$ cat src/rtl/systol_pkg.sv
// rtl/systol_pkg.sv - shared constants, state encoding and lane type for the systolic array
package systol_pkg;

  localparam int N  = 3;
  localparam int DW = 5;
  localparam int AW = $clog2(N);

  // ld_sel encoding
  localparam logic SEL_A = 1'b0;
  localparam logic SEL_B = 1'b1;

  typedef enum logic [2:0] {
    S_IDLE,
    S_CLEAR,
    S_FEED,
    S_DRAIN,
    S_DONE
  } state_e;

  // One operand per lane, lane 0 in the low bits
  typedef logic [N-1:0][DW-1:0] lane_t;

endpackage

$ cat src/rtl/systol_opbuf.sv
// rtl/systol_opbuf.sv - dual NxN operand register file with skewed per-lane read muxes
module systol_opbuf #(
  parameter int N  = systol_pkg::N,
  parameter int DW = systol_pkg::DW,
  parameter int AW = $clog2(N),
  parameter int TW = $clog2(2*N)
) (
  input  logic                   clk,
  input  logic                   rst,
  input  logic                   wr_en,
  input  logic                   wr_sel,
  input  logic [AW-1:0]          wr_row,
  input  logic [AW-1:0]          wr_col,
  input  logic [DW-1:0]          wr_data,
  input  logic                   rd_en,
  input  logic [TW-1:0]          rd_step,
  output logic [N-1:0][DW-1:0]   rd_left,
  output logic [N-1:0][DW-1:0]   rd_top
);
  import systol_pkg::*;

  logic [N-1:0][N-1:0][DW-1:0] a_q, a_d;
  logic [N-1:0][N-1:0][DW-1:0] b_q, b_d;

  // Single write port: the caller has already range-checked the indices
  always_comb begin
    a_d = a_q;
    b_d = b_q;
    if (wr_en) begin
      if (wr_sel == SEL_B) begin
        b_d[wr_row][wr_col] = wr_data;
      end else begin
        a_d[wr_row][wr_col] = wr_data;
      end
    end
  end

  // Operand storage, cleared on reset
  always_ff @(posedge clk) begin
    if (rst) begin
      a_q <= '0;
      b_q <= '0;
    end else begin
      a_q <= a_d;
      b_q <= b_d;
    end
  end

  // Lane i reads element k = step - i; lanes outside the wavefront read zero
  for (genvar i = 0; i < N; i++) begin : g_lane
    logic [TW-1:0] k;
    logic          hit;
    assign k          = rd_step - TW'(i);
    assign hit        = rd_en && (rd_step >= TW'(i)) && (k < TW'(N));
    assign rd_left[i] = hit ? a_q[i][k[AW-1:0]] : '0;
    assign rd_top[i]  = hit ? b_q[k[AW-1:0]][i] : '0;
  end

endmodule

$ cat src/rtl/systol_ctrl.sv
// rtl/systol_ctrl.sv - operand load port, pass sequencer and skewed wavefront driver for systol
module systol_ctrl #(
  parameter int N  = systol_pkg::N,
  parameter int DW = systol_pkg::DW,
  parameter int AW = $clog2(N)
) (
  input  logic                 clk,
  input  logic                 rst,
  input  logic                 ld_en,
  input  logic                 ld_sel,
  input  logic [AW-1:0]        ld_row,
  input  logic [AW-1:0]        ld_col,
  input  logic [DW-1:0]        ld_data,
  input  logic                 start,
  output logic                 busy,
  output logic                 done,
  output logic                 ld_err,
  output logic                 arr_clr,
  output logic [N-1:0][DW-1:0] left,
  output logic [N-1:0][DW-1:0] top
);
  import systol_pkg::*;

  localparam int TW = $clog2(2*N);

  state_e                state_q, state_d;
  logic [TW-1:0]         cnt_q, cnt_d;
  logic                  wr_en;
  logic                  ld_err_d;
  logic                  busy_q, done_q, ld_err_q, arr_clr_q;
  logic [N-1:0][DW-1:0]  left_q, top_q;
  logic [N-1:0][DW-1:0]  feed_left, feed_top;

  // Loads only land while idle and in range; anything else is reported next cycle
  assign wr_en    = ld_en && (state_q == S_IDLE)
                    && ({1'b0, ld_row} < (AW+1)'(N))
                    && ({1'b0, ld_col} < (AW+1)'(N));
  assign ld_err_d = ld_en && !wr_en;

  // Next state and step counter; outputs are registered from the next state
  always_comb begin
    state_d = state_q;
    cnt_d   = cnt_q;
    case (state_q)
      S_IDLE: begin
        if (start) begin
          state_d = S_CLEAR;
          cnt_d   = '0;
        end
      end
      S_CLEAR: begin
        state_d = S_FEED;
        cnt_d   = '0;
      end
      S_FEED: begin
        if (cnt_q == TW'(2*N-2)) begin
          state_d = S_DRAIN;
          cnt_d   = '0;
        end else begin
          cnt_d = cnt_q + TW'(1);
        end
      end
      S_DRAIN: begin
        if (cnt_q == TW'(N-1)) begin
          state_d = S_DONE;
          cnt_d   = '0;
        end else begin
          cnt_d = cnt_q + TW'(1);
        end
      end
      S_DONE: begin
        state_d = S_IDLE;
        cnt_d   = '0;
      end
      default: begin
        state_d = S_IDLE;
        cnt_d   = '0;
      end
    endcase
  end

  systol_opbuf #(
    .N  (N),
    .DW (DW),
    .AW (AW),
    .TW (TW)
  ) u_opbuf (
    .clk     (clk),
    .rst     (rst),
    .wr_en   (wr_en),
    .wr_sel  (ld_sel),
    .wr_row  (ld_row),
    .wr_col  (ld_col),
    .wr_data (ld_data),
    .rd_en   (state_d == S_FEED),
    .rd_step (cnt_d),
    .rd_left (feed_left),
    .rd_top  (feed_top)
  );

  // Sequencer state and registered outputs; reset holds the array accumulators clear
  always_ff @(posedge clk) begin
    if (rst) begin
      state_q   <= S_IDLE;
      cnt_q     <= '0;
      busy_q    <= 1'b0;
      done_q    <= 1'b0;
      ld_err_q  <= 1'b0;
      arr_clr_q <= 1'b1;
      left_q    <= '0;
      top_q     <= '0;
    end else begin
      state_q   <= state_d;
      cnt_q     <= cnt_d;
      busy_q    <= (state_d != S_IDLE);
      done_q    <= (state_d == S_DONE);
      ld_err_q  <= ld_err_d;
      arr_clr_q <= (state_d == S_CLEAR);
      left_q    <= feed_left;
      top_q     <= feed_top;
    end
  end

  assign busy    = busy_q;
  assign done    = done_q;
  assign ld_err  = ld_err_q;
  assign arr_clr = arr_clr_q;
  assign left    = left_q;
  assign top     = top_q;

endmodule
$ cat config.mk
export PLATFORM = sky130hd
export DESIGN_NAME = systol_ctrl
export DESIGN_NICKNAME = d
export VERILOG_FILES = /design/src/rtl/systol_pkg.sv /design/src/rtl/systol_opbuf.sv /design/src/rtl/systol_ctrl.sv
export SDC_FILE = /design/constraint.sdc
export NUM_CORES = 1
export LEC_CHECK = 0
export ABC_AREA = 1
export BUFFER_PORTS_ARGS = -buffer_cell sky130_fd_sc_hd__buf_2
export CORE_ASPECT_RATIO = 1.75
export CORE_MARGIN = 10
export CORE_UTILIZATION = 40
export CTS_CLUSTER_DIAMETER = 200
export DETAILED_ROUTE_END_ITERATION = 10
export GPL_TIMING_DRIVEN = 0
export PLACE_DENSITY = 0.58
export SLEW_MARGIN = 5
export SYNTH_ARGS = -nofsm -noshare
export SYNTH_HDL_FRONTEND = slang
export SYNTH_HIERARCHICAL = 1
export SYNTH_SLANG_ARGS = --single-unit
$ cat constraint.sdc
create_clock -name clk -period 2.52 [get_ports clk]
set_clock_uncertainty 0.2 [all_clocks]
set_input_delay 0.126 -clock clk [delete_from_list [all_inputs] [get_ports clk]]
set_output_delay 0.126 -clock clk [all_outputs]
set_load 0.005 [all_outputs]
==> results of run 1 <==
per-layer routing:
layer	vias up	global-route usage (%)	part of all wire (%)
li1	3181	-	-
met2	170	33.6	53
met3	37	3.15	4.6
met5	-	0	0
met1	2694	18.6	39
met4	0	8.57	3.2
tightest hold or removal path, stage by stage:
cell,delay [ns]
buf_2,0.17
nor2_4,0.08
nand3_2,0.17
nor2_1,0.06
nor2_1,0.09
state kept, by name (all words and copies together) (netlist names):
name         count
u_opbuf/a_q     45
ld_err           1
cnt_q            3
busy             1
u_opbuf/b_q     45
state_q          3
arr_clr          1
top             15
left            15
done             1
stage by stage:
stage | cells | setup TNS, ns | power (mW) | cell area [µm²]
after floorplan | 1004 | 0 | 2.41 | 6390
after global placement | 1240 | -13.24 | 2.58 | 6860
after detailed placement | 1240 | -12.86 | 2.58 | 6860
after CTS | 1285 | 0 | 5.23 | 7780
after global routing | 1287 | -0.00397 | 5.37 | 7870
final | 1287 | 0 | 5.18 | 7870
cells by family after synthesis:
group | Yosys count
and+or+nand+nor | 549
adders and majority gates | 9
buffers and inverters | 249
AOI/OAI and AO/OA | 66
xor gates and xnor gates | 1
DFF | 130
worst paths after layout:
kind                                        to  depth (start not counted)                         start
hold reg to reg   u_opbuf/a_q[22]$_SDFFE_PP0P_                          4  u_opbuf/a_q[22]$_SDFFE_PP0P_
setup / recovery           left[11]$_SDFF_PP0_                         14           cnt_q[1]$_SDFF_PP0_
setup reg to reg           left[11]$_SDFF_PP0_                         14           cnt_q[1]$_SDFF_PP0_
hold / removal    u_opbuf/b_q[32]$_SDFFE_PP0P_                          5                     ld_row[0]
layout make-up:
class / count / area [µm²]
buffer: 40 / 215
clock buffer: 18 / 439
clock inverter: 14 / 180
fill: 1642 / 7930
inverter: 209 / 787
multi-input combinational: 626 / 3030
sequential: 130 / 2610
tap: 189 / 236
timing repair buffer: 61 / 375
power groups by stage:
stage          Clock (mW)  Sequential, mW  Combinational (mW)
6_report             2.59            2.09               0.504
5_1_grt              2.72            2.09               0.557
4_1_cts              2.65            2.09               0.492
3_5_place_dp            0            2.13               0.447
3_3_place_gp            0            2.13               0.447
2_1_floorplan           0            2.13               0.280
cell usage in the layout, fill, tap and decap left out, types with 7 or more instances in the layout:
cell,Yosys,layout
a21oi_2,1,10
nand3_2,10,12
o211ai_1,21,21
inv_1,207,204
buf_2,9,58
a21oi_1,31,20
clkbuf_16,0,18
dlygate4sd3_1,0,9
buf_1,16,14
dfxtp_1,130,126
nor2_1,170,169
nand3_1,92,90
o21ai_0,11,10
nor2_2,9,9
nand2_1,247,243
clkbuf_1,14,7
timing repair:
item	CTS	global route
hold buffers	9	0
gates cloned	1	0
endpoints found under the hold margin	44	0
buffers inserted	3	2
gates resized for setup	43	21
pin swaps	3	1
setup endpoints to repair	30	25
==> results.toml, run 1 <==
[run_status]
status = "complete, no violations"

[critical_path]
crit_path_top_delay_cell = "dfxtp_4"
worstSetupPathType = "flip-flop to flip-flop"
critPathMaxFanout = 7
ff2ff_setup_slack_ns = 0.10
crit_path_max_incr_delay_ns = 0.37
crit_family = "adder cells"
endpoint_kind = "flip-flop"
crit_path_start_kind = "flip-flop"
cp.buffers_inverters = 5
required_ns = 2.68
cp_cell_sequence = "inv_1 > ha_4 > nand3_1 > nand3_2 > inv_4 > clkbuf_16 > ha_1 > nand2_2 > a21oi_4 > buf_12 > nand2_8 > a21oi_4 > inv_1 > nor2_1"
cp_data_arrival_time_ns = 2.57

[die]
rows = 61
boundaryPins = 48
core_area_mm2 = 0.0158
die_h_um = 187
die_area_mm2 = 0.0216
chipWidth_um = 116
start_util_pct = 40.4

[routing]
vias_per_cell = 4.73
drtAntennaViolNets = 0
wl_per_cell_um = 14.6
num_vias = 6082
drc = 0
drt_iter0_drc = 339
wirelength_mm = 18.7
firstDrtPassIters = 5

[logic_synthesis]
yosysWarnings = 6
synth_top_area_cell = "dfxtp_1"
synthDistinctLibCells = 23
yosys.area_share.simple_pct = 36.3
muxShareOfSynthArea_pct = 0
yosys_most_used_dff = "dfxtp_1"
synth_edf_count = 0
yosysMostFrequentCell = "nand2_1"
synthAdderAreaFrac_pct = 1.76
synth_top_family_by_area = "simple AND/OR/NAND/NOR gates"
synth_compound_area_share_pct = 6.21
synth_top_area_share_pct = 40.7
synthArstFlopShare_pct = 0
syn-cell-area_mm2 = 0.00639
yosysSeqAreaShare_pct = 40.7
synthCells = 1004
synthesis.nets = 1027
synth-xor-area-share_pct = 0.137
synth_area_leaders = "dfxtp_1, nand2_1, inv_1"
synth_seq_cells = 130
yosys-top-cells-count = "nand2_1, inv_1, nor2_1"
synth_area_per_cell_um2 = 6.36

[clocking]
clock_path_buffers = 2
insertion_delay_ns = 0.42
clk_pin_slew_worst_paths_ns = 0.06
clock-root-buffer = "clkbuf_16"
cts_buffers = 17
cts_tree = "yes"
h-tree-depth = 4
clock-sinks = 130

[job]
max_cap_viol_count = 0

[placed_design]
place.gp.congestion = 0.848
dp_hpwl_mm = 13.5
place_ws_ns = -0.615
port_buffers = 47

[grt]
antenna_found_initial = 0
grt-ovfl-total = 0
first_global_vias = 5864
grt_usage_pct = 18.0
grt_max_degree = 17
grt_pass1_wl_mm = 30.0

[final_layout]
diodes = 0
final_nets = 1108
area_delta_synth_final_pct = 23.2
drive_gt1_share_pct = 15.1
fin_util_pct = 49.8

[sta]
maxSlewHeadroom_pct = 53.0
setup_violations = 0
hold_viol = 0
slew_viol_final = 0
fin_ws_ns = 0.102
tightest_slew_ns = 0.705
whs_ns = 0.105
fmax_ghz = 0.414
final.period_utilization_pct = 95.9
period_needed_ns = 2.42

[power]
vdd_ir_drop_max_mv = 0.342
pwr-share-comb_pct = 9.7
switching_share_pct = 26.4
power_leakage_nw = 3.62
internal_power_mw = 3.82
clkPwrFrac_pct = 50.0
p_sw_mw = 1.37
seq_power_share_pct = 40.3
power_density_mw_per_mm2 = 658

[hold_path]
hp-class = "primary input to flip-flop"
Power figures use the tool's default switching activity.
==> run 2, diff against run 1 <==
Settings changed: CAP_MARGIN from default to 30, CTS_BUF_LIST from default to sky130_fd_sc_hd__clkbuf_8.
==> run 2 against run 1 <==
  * Clock power down 22%
  * Wire length up 1.9%
  * Sequential share of layout area up 0.58 points
  * Sequential power about the same
  * Critical endpoint is now left[13]$_SDFF_PP0_
  * Total power down 11%
  * Core utilization down 0.82 points
  * Highest routed layer unchanged
  * Combinational power up 3%
  * Die area unchanged
  * Clock-buffer cell count up 1
  * Worst hold slack worse by 0.024 ns
==> results.toml, run 2 (synthesis gave the netlist of run 1 again) <==
[power]
clkPwrFrac_pct = 43.5
power_density_mw_per_mm2 = 595
switching_share_pct = 27.2
internal_power_mw = 3.36
vdd_ir_drop_max_mv = 0.292
power_leakage_nw = 3.59
pwr-share-comb_pct = 11.2
seq_power_share_pct = 45.2
p_sw_mw = 1.25

[die]
rows = 61
die_h_um = 187
chipWidth_um = 116
core_area_mm2 = 0.0158
start_util_pct = 40.4
die_area_mm2 = 0.0216
boundaryPins = 48

[hold_path]
min_from = "ld_row[0]"
whs_endpoint = "u_opbuf/b_q[34]$_SDFFE_PP0P_"
hp-class = "primary input to flip-flop"
hold_depth = 5

[critical_path]
required_ns = 2.70
cp_cell_sequence = "inv_2 > ha_4 > nand3_2 > nand3_4 > inv_4 > clkbuf_16 > buf_4 > ha_1 > o21ai_4 > nand2_4 > a21oi_2 > inv_1 > nor2_1"
crit_path_top_delay_cell = "dfxtp_4"
cp_data_arrival_time_ns = 2.59
crit_path_start_kind = "flip-flop"
crit_path_max_incr_delay_ns = 0.38
ff2ff_setup_slack_ns = 0.11
worstSetupPathType = "flip-flop to flip-flop"
r2r_end = "left[13]$_SDFF_PP0_"
endpoint_kind = "flip-flop"
regToRegStartpoint = "cnt_q[1]$_SDFF_PP0_"
cp.buffers_inverters = 5
critPathMaxFanout = 5
crit_family = "adder cells"
reg2reg_depth = 13

[placed_design]
place_ws_ns = -0.617
place.gp.congestion = 0.848
port_buffers = 47
place_area_mm2 = 0.00687
dp_hpwl_mm = 13.5

[clocking]
clock-root-buffer = "clkbuf_8"
h-tree-depth = 4
cts_tree = "yes"
clk_pin_slew_worst_paths_ns = 0.08
cts_buffers = 17
clock-sinks = 130
clock_path_buffers = 2
insertion_delay_ns = 0.45

[grt]
grt_usage_pct = 18.5
first_global_vias = 6085
antenna_found_initial = 0
grt-ovfl-total = 0
grt_max_degree = 17
grt_pass1_wl_mm = 31.1

[sta]
hold_viol = 0
setup_violations = 0
slew_viol_final = 0
period_needed_ns = 2.41
tightest_slew_ns = 0.785
fin_ws_ns = 0.105
fmax_ghz = 0.414
final.period_utilization_pct = 95.8
maxSlewHeadroom_pct = 47.7

[final_layout]
final_nets = 1113
final_cell_mix = "nand2_1, inv_1, nor2_1"
top_regs = "u_opbuf/a_q: 45 flops, u_opbuf/b_q: 45 flops"
layout_commonest_cell = "nand2_1"
diodes = 0
fin_area_mm2 = 0.00774
drive_gt1_share_pct = 15.7
area_delta_synth_final_pct = 21.2
fin_util_pct = 49.0

[routing]
firstDrtPassIters = 5
wirelength_mm = 19.1
num_vias = 6056
drc = 0
drt_iter0_drc = 352
wl_per_cell_um = 14.8
vias_per_cell = 4.69
drtAntennaViolNets = 0

[job]
max_cap_viol_count = 0

[run_status]
status = "complete, no violations"
[run 2: changes by cell type in the layout (fill, tap and decap cells not counted), sizes merged]
cell / change
clkinv: +2
clkbuf: +3
buf: +3
inv: -1
clkinvlp: -3
bufinv: +1
[run 2: worst min-delay path: cells and delay by family]
kind                   cells  cell delay, ns
and+or+nand+nor            4            0.40
buffers and inverters      1            0.17
[run 2: what timing repair did]
| action | in CTS | in global routing |
|---|---|---|
| pin swaps | 3 | 4 |
| gates resized for setup | 40 | 28 |
| gates cloned | 1 | 0 |
| hold buffers | 9 | 0 |
| endpoints found under the hold margin | 46 | 0 |
| setup endpoints to repair | 30 | 30 |
| setup buffers | 7 | 2 |
[run 2: power groups by stage]
stage | registers [mW] | logic [mW] | clock network [mW]
6_report | 2.09 | 0.518 | 2.01
5_1_grt | 2.09 | 0.573 | 2.12
4_1_cts | 2.08 | 0.498 | 2.06
3_5_place_dp | 2.13 | 0.450 | 0
3_3_place_gp | 2.13 | 0.447 | 0
2_1_floorplan | 2.13 | 0.280 | 0
[run 2: routing by layer]
metal / GRT usage, % / vias up / share of wire, %
li1: - / 3182 / -
met1: 19.2 / 2722 / 39
met2: 34.7 / 121 / 54
met3: 3.66 / 31 / 4.6
met4: 7.39 / 0 / 2.8
met5: 0 / - / 0
[run 2: area by class of cell]
| type | count | area (µm²) |
|---|---|---|
| fill | 1656 | 8060 |
| multi-input combinational | 626 | 3040 |
| sequential | 130 | 2610 |
| inverter | 209 | 790 |
| timing repair buffer | 66 | 400 |
| clock buffer | 19 | 262 |
| tap | 189 | 236 |
| buffer | 40 | 215 |
| clock inverter | 13 | 184 |
[run 2: through the flow]
| step | total power, mW | hold WS (ns) | instances | setup TNS (ns) |
|---|---|---|---|---|
| final | 4.61 | 0.0818 | 1292 | 0 |
| after global routing | 4.79 | 0.133 | 1292 | -0.0824 |
| after CTS | 4.64 | 0.0476 | 1290 | 0 |
| after detailed placement | 2.58 | 0.177 | 1241 | -11.05 |
| after global placement | 2.58 | 0.184 | 1240 | -13.24 |
| after floorplan | 2.41 | 0.0538 | 1004 | 0 |
[run 2: how the worst max path moves through the flow]
| stage | start | endpoint | slack, ns | cells after the start |
|---|---|---|---|---|
| after detailed placement | cnt_q[0]$_SDFF_PP0_ | top[6]$_SDFF_PP0_ | -0.62 | 14 |
| final | cnt_q[1]$_SDFF_PP0_ | left[13]$_SDFF_PP0_ | 0.11 | 13 |
| after global placement | cnt_q[0]$_SDFF_PP0_ | top[6]$_SDFF_PP0_ | -0.61 | 14 |
| after floorplan | cnt_q[0]$_SDFF_PP0_ | left[5]$_SDFF_PP0_ | 0.09 | 14 |
| after global routing | cnt_q[0]$_SDFF_PP0_ | top[10]$_SDFF_PP0_ | -0.02 | 11 |
| after CTS | cnt_q[0]$_SDFF_PP0_ | left[13]$_SDFF_PP0_ | 0.01 | 14 |
